**config.mk**
```make
export PLATFORM = sky130hd
export DESIGN_NAME = combo_lock_fsm_flat
export DESIGN_NICKNAME = d
export VERILOG_FILES = /design/src/rtl/combo_lock_pkg.sv /design/src/rtl/combo_lock_fsm_if.sv /design/src/rtl/combo_code_store.sv /design/src/rtl/combo_lock_fsm.sv /design/src/flat_wrapper.sv
export SDC_FILE = /design/constraint.sdc
export NUM_CORES = 1
export LEC_CHECK = 0
export CELL_PAD_IN_SITES_DETAIL_PLACEMENT = 1
export CELL_PAD_IN_SITES_GLOBAL_PLACEMENT = 1
export CORE_MARGIN = 1
export CORE_UTILIZATION = 39
export DETAILED_ROUTE_END_ITERATION = 6
export PLACE_DENSITY_LB_ADDON = 0.1
export SYNTH_ARGS = -nofsm -noshare
export SYNTH_HDL_FRONTEND = slang
export SYNTH_SLANG_ARGS = --single-unit
```
**constraint.sdc**
```tcl
create_clock -name clk -period 2.1 [get_ports clk]
set_input_delay 0.21 -clock clk [delete_from_list [all_inputs] [get_ports clk]]
set_output_delay 0.21 -clock clk [all_outputs]
set_load 0.05 [all_outputs]
```
**src/rtl/combo_lock_pkg.sv**
```systemverilog
// ---------------------------------------------------------------------------
// combo_lock_pkg
// Shared definitions for the combination-lock core: the lock state encoding,
// default sizing parameters and a helper that locates a digit inside the
// packed code word (digit 0 occupies the most significant bits).
// ---------------------------------------------------------------------------
package combo_lock_pkg;

    typedef enum logic [1:0] {
        LOCKED = 2'd0,
        OPEN   = 2'd1,
        NEW    = 2'd2,
        ALARM  = 2'd3
    } lock_state_e;

    localparam int DEF_NUM_DIGITS = 4;
    localparam int DEF_DIGIT_W    = 4;
    localparam int DEF_MAX_TRIES  = 3;

    // Bit position of the LSB of digit 'idx' in a code word of num_digits
    // digits. Digit 0 is left-most so the code reads naturally in hex.
    function automatic int digit_lsb(input int idx, input int num_digits,
                                     input int digit_w);
        return (num_digits - 1 - idx) * digit_w;
    endfunction

endpackage

```
**src/rtl/combo_lock_fsm_if.sv**
```systemverilog
// ---------------------------------------------------------------------------
// combo_lock_fsm_if
// Groups the key/switch inputs and status outputs of the lock core.
//   digit_in   : current digit from the switches
//   enter      : one-cycle pulse, sample digit_in
//   change     : one-cycle pulse, request a code change
//   lock       : one-cycle pulse, relock or abort a code change
//   Open/Alarm/New : registered status levels
//   digit_cnt  : digits entered in the current sequence
//   tries_left : attempts remaining before alarm
// master = stimulus side (keys/switches), slave = lock core.
// ---------------------------------------------------------------------------
interface combo_lock_fsm_if
    import combo_lock_pkg::*;
#(
    parameter int DIGIT_W = DEF_DIGIT_W
);
    logic [DIGIT_W-1:0] digit_in;
    logic               enter;
    logic               change;
    logic               lock;
    logic               Open;
    logic               Alarm;
    logic               New;
    logic [2:0]         digit_cnt;
    logic [3:0]         tries_left;

    modport master (
        output digit_in, enter, change, lock,
        input  Open, Alarm, New, digit_cnt, tries_left
    );

    modport slave (
        input  digit_in, enter, change, lock,
        output Open, Alarm, New, digit_cnt, tries_left
    );
endinterface

```
**src/rtl/combo_code_store.sv**
```systemverilog
// ---------------------------------------------------------------------------
// combo_code_store
// Holds the active code (code_q) and the shadow copy being built during a
// code change (shadow_q).
//   clk, reset  : clock, synchronous active-high reset (reloads DEFAULT_CODE)
//   rd_idx_i    : digit index to read from the active code
//   rd_digit_o  : selected digit of the active code (combinational)
//   wr_en_i     : write wr_digit_i into shadow digit wr_idx_i
//   wr_idx_i    : shadow digit index
//   wr_digit_i  : digit value to write
//   commit_i    : replace the active code with the shadow, including the
//                 digit being written on this same edge
// An aborted change simply never commits; every change session rewrites all
// shadow digits before a commit, so stale shadow content is never exposed.
// ---------------------------------------------------------------------------
module combo_code_store
    import combo_lock_pkg::*;
#(
    parameter int NUM_DIGITS = DEF_NUM_DIGITS,
    parameter int DIGIT_W    = DEF_DIGIT_W,
    parameter logic [NUM_DIGITS*DIGIT_W-1:0] DEFAULT_CODE = 16'h1234
) (
    input  logic               clk,
    input  logic               reset,
    input  logic [2:0]         rd_idx_i,
    output logic [DIGIT_W-1:0] rd_digit_o,
    input  logic               wr_en_i,
    input  logic [2:0]         wr_idx_i,
    input  logic [DIGIT_W-1:0] wr_digit_i,
    input  logic               commit_i
);
    localparam int CODE_W = NUM_DIGITS * DIGIT_W;

    logic [CODE_W-1:0] code_q;
    logic [CODE_W-1:0] shadow_q;
    logic [CODE_W-1:0] shadow_d;

    always_comb begin
        rd_digit_o = '0;
        for (int i = 0; i < NUM_DIGITS; i++) begin
            if (rd_idx_i == 3'(i)) begin
                rd_digit_o = code_q[digit_lsb(i, NUM_DIGITS, DIGIT_W) +: DIGIT_W];
            end
        end
    end

    // Shadow with the current write merged in, so the final digit can be
    // committed on the same edge it is entered.
    always_comb begin
        shadow_d = shadow_q;
        for (int i = 0; i < NUM_DIGITS; i++) begin
            if (wr_en_i && (wr_idx_i == 3'(i))) begin
                shadow_d[digit_lsb(i, NUM_DIGITS, DIGIT_W) +: DIGIT_W] = wr_digit_i;
            end
        end
    end

    always_ff @(posedge clk) begin
        shadow_q <= shadow_d;
    end

    always_ff @(posedge clk) begin
        if (reset) begin
            code_q <= DEFAULT_CODE;
        end else if (commit_i) begin
            code_q <= shadow_d;
        end
    end

endmodule

```
**src/rtl/combo_lock_fsm.sv**
```systemverilog
// ---------------------------------------------------------------------------
// combo_lock_fsm
// Sequential core of the combination lock. Accepts digits one per enter
// pulse, compares them against the stored code, counts consecutive failed
// attempts and supports changing the code while open.
//   clk   : system clock
//   reset : synchronous active-high reset
//   bus   : combo_lock_fsm_if.slave
//           in : digit_in, enter, change, lock
//           out: Open, Alarm, New (registered status, at most one high),
//                digit_cnt (digits entered so far), tries_left
// Status outputs are decoded from the next state and registered so they
// change on the same edge as the state.
// ---------------------------------------------------------------------------
module combo_lock_fsm
    import combo_lock_pkg::*;
#(
    parameter int NUM_DIGITS = DEF_NUM_DIGITS,
    parameter int DIGIT_W    = DEF_DIGIT_W,
    parameter int MAX_TRIES  = DEF_MAX_TRIES,
    parameter logic [NUM_DIGITS*DIGIT_W-1:0] DEFAULT_CODE = 16'h1234
) (
    input  logic             clk,
    input  logic             reset,
    combo_lock_fsm_if.slave  bus
);
    localparam logic [2:0] LAST_IDX  = 3'(NUM_DIGITS - 1);
    localparam logic [3:0] TRIES_MAX = 4'(MAX_TRIES);

    lock_state_e        state_q, state_d;
    logic [2:0]         digit_cnt_q, digit_cnt_d;
    logic               mismatch_q, mismatch_d;
    logic [3:0]         tries_q, tries_d;
    logic               open_q, alarm_q, new_q;

    logic [DIGIT_W-1:0] code_digit;
    logic               wr_en;
    logic               commit;
    logic               last_digit;
    logic               seq_miss;

    combo_code_store #(
        .NUM_DIGITS   (NUM_DIGITS),
        .DIGIT_W      (DIGIT_W),
        .DEFAULT_CODE (DEFAULT_CODE)
    ) u_store (
        .clk        (clk),
        .reset      (reset),
        .rd_idx_i   (digit_cnt_q),
        .rd_digit_o (code_digit),
        .wr_en_i    (wr_en),
        .wr_idx_i   (digit_cnt_q),
        .wr_digit_i (bus.digit_in),
        .commit_i   (commit)
    );

    assign last_digit = (digit_cnt_q == LAST_IDX);
    // Mismatch accumulated over the whole sequence including this digit.
    assign seq_miss   = mismatch_q | (bus.digit_in != code_digit);

    always_comb begin
        state_d     = state_q;
        digit_cnt_d = digit_cnt_q;
        mismatch_d  = mismatch_q;
        tries_d     = tries_q;
        wr_en       = 1'b0;
        commit      = 1'b0;

        unique case (state_q)
            LOCKED: begin
                // enter takes priority over lock; change does nothing here.
                if (bus.enter) begin
                    if (last_digit) begin
                        digit_cnt_d = '0;
                        mismatch_d  = 1'b0;
                        if (!seq_miss) begin
                            state_d = OPEN;
                            tries_d = TRIES_MAX;
                        end else begin
                            tries_d = tries_q - 4'd1;
                            if (tries_q == 4'd1) begin
                                state_d = ALARM;
                            end
                        end
                    end else begin
                        digit_cnt_d = digit_cnt_q + 3'd1;
                        mismatch_d  = seq_miss;
                    end
                end else if (bus.lock) begin
                    digit_cnt_d = '0;
                    mismatch_d  = 1'b0;
                end
            end

            OPEN: begin
                if (bus.change) begin
                    state_d     = NEW;
                    digit_cnt_d = '0;
                end else if (bus.lock) begin
                    state_d     = LOCKED;
                    digit_cnt_d = '0;
                end
            end

            NEW: begin
                // lock aborts even when an enter arrives in the same cycle.
                if (bus.lock) begin
                    state_d     = LOCKED;
                    digit_cnt_d = '0;
                end else if (bus.enter) begin
                    wr_en = 1'b1;
                    if (last_digit) begin
                        commit      = 1'b1;
                        state_d     = LOCKED;
                        digit_cnt_d = '0;
                    end else begin
                        digit_cnt_d = digit_cnt_q + 3'd1;
                    end
                end
            end

            ALARM: begin
                tries_d = '0;
            end

            default: begin
                state_d = LOCKED;
            end
        endcase
    end

    always_ff @(posedge clk) begin
        if (reset) begin
            state_q     <= LOCKED;
            digit_cnt_q <= '0;
            mismatch_q  <= 1'b0;
            tries_q     <= TRIES_MAX;
            open_q      <= 1'b0;
            alarm_q     <= 1'b0;
            new_q       <= 1'b0;
        end else begin
            state_q     <= state_d;
            digit_cnt_q <= digit_cnt_d;
            mismatch_q  <= mismatch_d;
            tries_q     <= tries_d;
            open_q      <= (state_d == OPEN);
            alarm_q     <= (state_d == ALARM);
            new_q       <= (state_d == NEW);
        end
    end

    assign bus.Open       = open_q;
    assign bus.Alarm      = alarm_q;
    assign bus.New        = new_q;
    assign bus.digit_cnt  = digit_cnt_q;
    assign bus.tries_left = tries_q;

endmodule
```
**src/flat_wrapper.sv**
```systemverilog
// flat-port wrapper written by rule: the top's interface ports become plain ports
module combo_lock_fsm_flat import combo_lock_pkg::*;
#(
    parameter int NUM_DIGITS = DEF_NUM_DIGITS,
    parameter int DIGIT_W    = DEF_DIGIT_W,
    parameter int MAX_TRIES  = DEF_MAX_TRIES,
    parameter logic [NUM_DIGITS*DIGIT_W-1:0] DEFAULT_CODE = 16'h1234
)
  (clk, reset, bus_digit_in, bus_enter, bus_change, bus_lock, bus_Open, bus_Alarm, bus_New, bus_digit_cnt, bus_tries_left);
  combo_lock_fsm_if #(.DIGIT_W(DIGIT_W)) bus_i ();
  input  logic clk;
  input  logic reset;
  input wire logic [$bits(bus_i.digit_in)-1:0] bus_digit_in;
  input wire logic [$bits(bus_i.enter)-1:0] bus_enter;
  input wire logic [$bits(bus_i.change)-1:0] bus_change;
  input wire logic [$bits(bus_i.lock)-1:0] bus_lock;
  output wire logic [$bits(bus_i.Open)-1:0] bus_Open;
  output wire logic [$bits(bus_i.Alarm)-1:0] bus_Alarm;
  output wire logic [$bits(bus_i.New)-1:0] bus_New;
  output wire logic [$bits(bus_i.digit_cnt)-1:0] bus_digit_cnt;
  output wire logic [$bits(bus_i.tries_left)-1:0] bus_tries_left;
  assign bus_i.digit_in = bus_digit_in;
  assign bus_i.enter = bus_enter;
  assign bus_i.change = bus_change;
  assign bus_i.lock = bus_lock;
  assign bus_Open = bus_i.Open;
  assign bus_Alarm = bus_i.Alarm;
  assign bus_New = bus_i.New;
  assign bus_digit_cnt = bus_i.digit_cnt;
  assign bus_tries_left = bus_i.tries_left;
  combo_lock_fsm #(.NUM_DIGITS(NUM_DIGITS), .DIGIT_W(DIGIT_W), .MAX_TRIES(MAX_TRIES), .DEFAULT_CODE(DEFAULT_CODE)) u_core (.clk(clk), .reset(reset), .bus(bus_i));
endmodule
```
==> summary.txt <==
worst path bufs/invs - 2
vias - 1965
DRC violations left - 0
Clock Power Share - 0.372
Final Slew Violations - 0
clock sink count - 41
Most used DFF post-synth - dfxtp_1
FP Rows - 26
H-tree depth - 2
FF-to-FF setup slack - -0.07 ns
Worst Path Class, Setup - reg -> reg
post-DP HPWL - 4350 um
drt pass-1 iters - 4
Total Nets Final - 315
Area Growth Syn to Fin - 32.8%
slowest CP cell - dfxtp_4
area occupied by multi-input gates - 1310 sq um
Mean Syn Cell Area - 8.55 sq um
#FFs+latches synth - 41
worst-margin pin slew - 0.508 ns
Hold Crit Depth - 2
Peak VDD IR - 0.538 mV
worst-path maximum fanout - 7
CTS clock-pin slew for the worst setup and hold paths - 0.08 ns
met2 WL post-DR - 2870 um
Distinct cells, synth - 46
max incr delay on CP - 0.37 ns
Placer Congestion - 0.774
first-iteration detailed-routing DRC count - 81
die height - 75.9 um
Post-Layout Cell Count - 366
Switching Fraction - 0.255
yosys warns - 0
DR top layer - met4
Worst EP required - 2.32 ns
dominant cells by area after synthesis - dfxtp_1 39%, nand2_1 6.9%, a21oi_1 6.6%
CTS tree - built
wirelength, routed - 6140 um
failing checks - setup timing
Core Region - 5170 sq um
sequential fraction of the synthesis area - 0.385
num ports - 19
met3 wire length - 172 um
NetSw - 0.000411 W
initial core utilization - 0.412
Gate power share - 0.135
async set-reset flop share out of synthesis - 0
Ant. Diodes - 0
commonest cells after routing, fill and taps aside - 39 x nand2_1, 39 x dfxtp_1, 30 x buf_4
ANT nets after route - 0
worst-path cell chain - buf_6, ha_4, nand3b_1, buf_4, a311oi_2, a31oi_4, o31a_1, nor3_2
Clock Tree Buf Depth - 2
Sequential Power Share - 0.492
outcome - finished with violations
Placed Instances - 354
# Max-Cap Violations - 0
Arrival @ worst endpoint - 2.39 ns
largest net degree at the start of global routing - 23
r2r worst-path depth - 8
gr usage total - 0.231
Rel. slew slack - 0.660
layout cell share with drive strength beyond 1 - 0.260
IO Port Bufs - 18
Metal-1 WL - 2980 um
RSZ-0062 raised after global routing - yes
Fin. Hold Viols - 0
first-pass GRT wire length - 9690 um
EDFF count, synth - 0
area share of the largest cell type after synthesis - 0.385
Avg WL per Cell - 16.8 um
achievable frequency - 0.461 GHz
Mapped Cells - 249
Tmin final - 2.17 ns
DR vias/cell - 5.37
setup violators final - 8
final worst setup slack - -0.0678 ns
LEAKAGE - 1.11 nW
Final Util - 0.547
Inserted Clock Buffers - 5
hold_buf cts - 0
Clock Tree Root - clkbuf_8
Tcrit/Tclk final - 1.03
fill count - 599
Hold Path Class - reg -> reg
Pint - 0.00120 W
FF/Latch Area - 828 sq um
DIE AREA - 5760 sq um
Mapped Area - 2130 sq um
power per cell area - 570 nW/um^2
CP Capture Type - flip-flop
vias in the first global route - 1943
largest area contributor in the netlist - dfxtp_1
syn nets - 269
reg2reg end - u_core.bus.Open
initial antenna violation count - 0
GRT Residual Overflow - 0
Worst Hold End - u_core.u_store.code_q[14]
clock latency on the worst-skew pair - 0.30 ns
Setup crit start kind - flip-flop
CP delay by family, top - compound AO/OA/AOI/OAI gates
skew final - 0.00944 ns
worst hold path startpoint - u_core.u_store.code_q[14]
die span in x - 75.9 um
worst r2r src - u_core.bus.digit_cnt[0]
Place WS - -0.244 ns
synthesized netlist by cell type, types with 4 or more instances:
library cell,instances
nor3b_1,4
nor2b_1,4
nand2_1,39
o21ai_0,6
clkbuf_1,10
nor2_1,10
dfxtp_1,41
nand2b_1,4
mux2_2,12
ha_1,11
a21oi_1,28
a211oi_1,4
nand3b_1,5
inv_1,15
nand3_1,5
logic make-up (layout without fill, tap and decap cells):
logic type               Yosys count  count (layout)  share of synthesized area
AND/OR/NAND/NOR                   90              90                      0.223
AO/OA/AOI/OAI                     65              65                      0.200
flip-flops                        41              41                      0.385
buffers and inverters             27              74                     0.0517
multiplexers                      12              12                     0.0635
adder cells (fa/ha/maj)           11              11                     0.0646
XOR/XNOR                           3               3                     0.0123
metrics by stage:
step / instance area, sq um / power, W / setup TNS, ns / hold WS (ns)
3_5_place_dp: 2590 / 0.000997 / -1.65 / 0.456
5_1_grt: 2830 / 0.00167 / -1.02 / 0.493
3_3_place_gp: 2590 / 0.000992 / -1.18 / 0.448
6_report: 2830 / 0.00161 / -0.267 / 0.470
2_1_floorplan: 2160 / 0.000914 / -0.00749 / 0.377
4_1_cts: 2780 / 0.00161 / -0.0523 / 0.473
timing repair:
action	4_1_cts	5_1_grt
endpoints found under the setup margin	10	22
pin swaps	4	8
cloned	0	0
setup buffers	1	3
resized for setup	17	6
final cells by class:
| class | instances | area share |
|---|---|---|
| clock inverters | 2 | 0.00575 |
| multi-input cells | 181 | 0.461 |
| inverters | 15 | 0.0208 |
| clock buffers | 6 | 0.0332 |
| flip-flops and latches | 41 | 0.293 |
| well taps | 70 | 0.0310 |
| repair buffers | 51 | 0.155 |
sequential cells by signal (all words and copies together), names as in the netlist:
register,count
u_core.u_store.code_q,16
u_core.u_store.shadow_q,12
u_core.bus.tries_left,4
u_core.bus.digit_cnt,3
u_core.state_q,2
u_core.bus.Alarm,1
u_core.bus.New,1
u_core.bus.Open,1
u_core.mismatch_q,1
how the worst max path moves through the flow:
stage                                  startpoint                       end  slack [ns]  cells past startpoint
after detailed placement          bus_digit_in[1]           u_core.bus.Open       -0.24                      7
after global routing      u_core.bus.digit_cnt[0]          u_core.bus.Alarm       -0.13                      8
after CTS                 u_core.bus.digit_cnt[0]           u_core.bus.Open       -0.02                      8
final                     u_core.bus.digit_cnt[0]           u_core.bus.Open       -0.07                      8
after global placement            bus_digit_in[1]          u_core.bus.Alarm       -0.17                      7
after floorplan           u_core.bus.digit_cnt[0]  u_core.bus.tries_left[0]      -0.007                      8
worst reg2reg max path, cell delays in order, from the launching register on:
cell and delay [ns]:
dfxtp_4 0.37, buf_6 0.12, ha_4 0.17, nand3b_1 0.24, buf_4 0.19, a311oi_2 0.31
a31oi_4 0.20, o31a_1 0.33, nor3_2 0.16
per-layer routing:
metal	vias to the layer above	track usage
met1	946	0.305
li1	974	-
met3	13	0.0423
met2	32	0.385
met4	0	0.0638
met5	-	0
power by group through the flow:
stage | combinational (W) | clock [W] | sequential [W]
after global routing | 0.000235 | 0.000642 | 0.000795
final | 0.000218 | 0.000600 | 0.000793
after detailed placement | 0.000186 | 0 | 0.000810
after CTS | 0.000208 | 0.000612 | 0.000793
after global placement | 0.000183 | 0 | 0.000810
after floorplan | 0.0000942 | 0 | 0.000820
Power figures use the tool's default switching activity.
==> RTL change, RTL diff (same settings) <==
Make the reset (`reset`) asynchronous in 2 clocked blocks. Comments in the files are not updated.
--- a/src/rtl/combo_code_store.sv
+++ b/src/rtl/combo_code_store.sv
@@ -59,7 +59,7 @@
         shadow_q <= shadow_d;
     end
 
-    always_ff @(posedge clk) begin
+    always_ff @(posedge clk or posedge reset) begin
         if (reset) begin
             code_q <= DEFAULT_CODE;
         end else if (commit_i) begin
--- a/src/rtl/combo_lock_fsm.sv
+++ b/src/rtl/combo_lock_fsm.sv
@@ -129,7 +129,7 @@
         endcase
     end
 
-    always_ff @(posedge clk) begin
+    always_ff @(posedge clk or posedge reset) begin
         if (reset) begin
             state_q     <= LOCKED;
             digit_cnt_q <= '0;
Behaviour: differs if reset is asserted again (counterexample within 4 cycles, from zero or initial values and one cycle with reset high); with reset held inactive, the same outputs for 10 cycles.
==> RTL change against the unedited design <==
The flow still finishes with violations (setup timing); area after synthesis is 7.3% higher; fmax is 0.20% lower; sequential share of layout area is 3.9 points higher; worst setup slack worse by 4.3 ps; cell area is 4.2% higher; synthesized cell count is 2.8% lower; wire length is 1.7% higher; non-clock buffer count is 1 lower; count of clock-buffer cells in the layout is 1 higher; core utilization is 1.8 points lower; first-iteration DRC count is 31% lower; hold slack worse by 160 ps; sequential cell count stayed put; critical path type unchanged.
Power is not compared: it rests on default switching activity, and its combinational part moved more than twofold at a synthesized area within 25%.
==> RTL change: results (changes against the unedited design) <==
Run status
  • Status: finished with violations (unchanged)
  • Failing checks: setup timing (unchanged)

Logic synthesis
  • Synthesized-area fraction occupied by adder cells: 5.473% (was 6.463%)
  • Syn nets: 261 (was 269)
  • Compound-Gate Fraction of Synth Area: 19.54% (was 19.98%)
  • Xor and xnor area share after synthesis: 1.478% (was 1.234%)
  • Top_reg_cell synth: dfrtp_1 (was dfxtp_1)

Setup path
  • Slowest CP cell: dfrtp_2 (was dfxtp_4)
  • CP Launch Point: u_core.bus.digit_cnt[0] (unchanged)
  • Worst-path fanout max: 6 (was 7)
  • Arr. time, crit path: 2350 ps (was 2390 ps)

Finish
  • Layout Nets: 309 (was 315)
  • Multi-input gate share of total cell area: 44.25% (was 46.13%)
  • Inverter count: 19 (was 15)
  • Final clock-cell share: 2.758% (was 3.892%)
  • Finished Layout Cells: 363 (was 366)
  • Share of layout cells above drive strength 1: 31.27% (was 26.01%)
  • Non-CTS buffers: 50 (was 51)

STA
  • Hold slack: 308.2 ps (was 470.3 ps)
  • Setup WS post-layout: -72.13 ps (was -67.82 ps)
  • Final setup fails: 7 (was 8)

Routing
  • Iteration-0 DRC count of the detailed router: 56 (was 81)
  • Post-Route WL: 6249 um (was 6144 um)

Place
  • Placed Cells: 347 (was 354)

Hold path
  • Type of the worst min-delay path: input port to async pin (was register to register)
==> RTL change: worst paths after layout <==
path,endpoint,cells after the start
worst max-delay path,u_core.bus.tries_left[3],8
worst min register to register,u_core.u_store.code_q[9],2
min in group clk,u_core.u_store.code_q[9],2
worst min-delay path,u_core.bus.Alarm,3
worst max register to register,u_core.bus.tries_left[3],8
max in group asynchronous,u_core.u_store.code_q[9],3
==> RTL change: through the flow <==
stage | util (%) | power, uW
2_1_floorplan | - | 2182
3_5_place_dp | 49.05 | 2636
4_1_cts | 50.91 | 3174
3_3_place_gp | 49.05 | 2606
5_1_grt | 52.91 | 3521
6_report | 52.91 | 3304
==> RTL change: per-layer routing <==
| layer | part of all wire [%] | GRT usage, % | up-vias |
|---|---|---|---|
| met1 | 49 | 29.99 | 1026 |
| li1 | - | - | 943 |
| met2 | 48 | 35.22 | 25 |
| met3 | 2.4 | 3.256 | 5 |
| met4 | 0.82 | 7.037 | 0 |
| met5 | 0 | 0 | - |
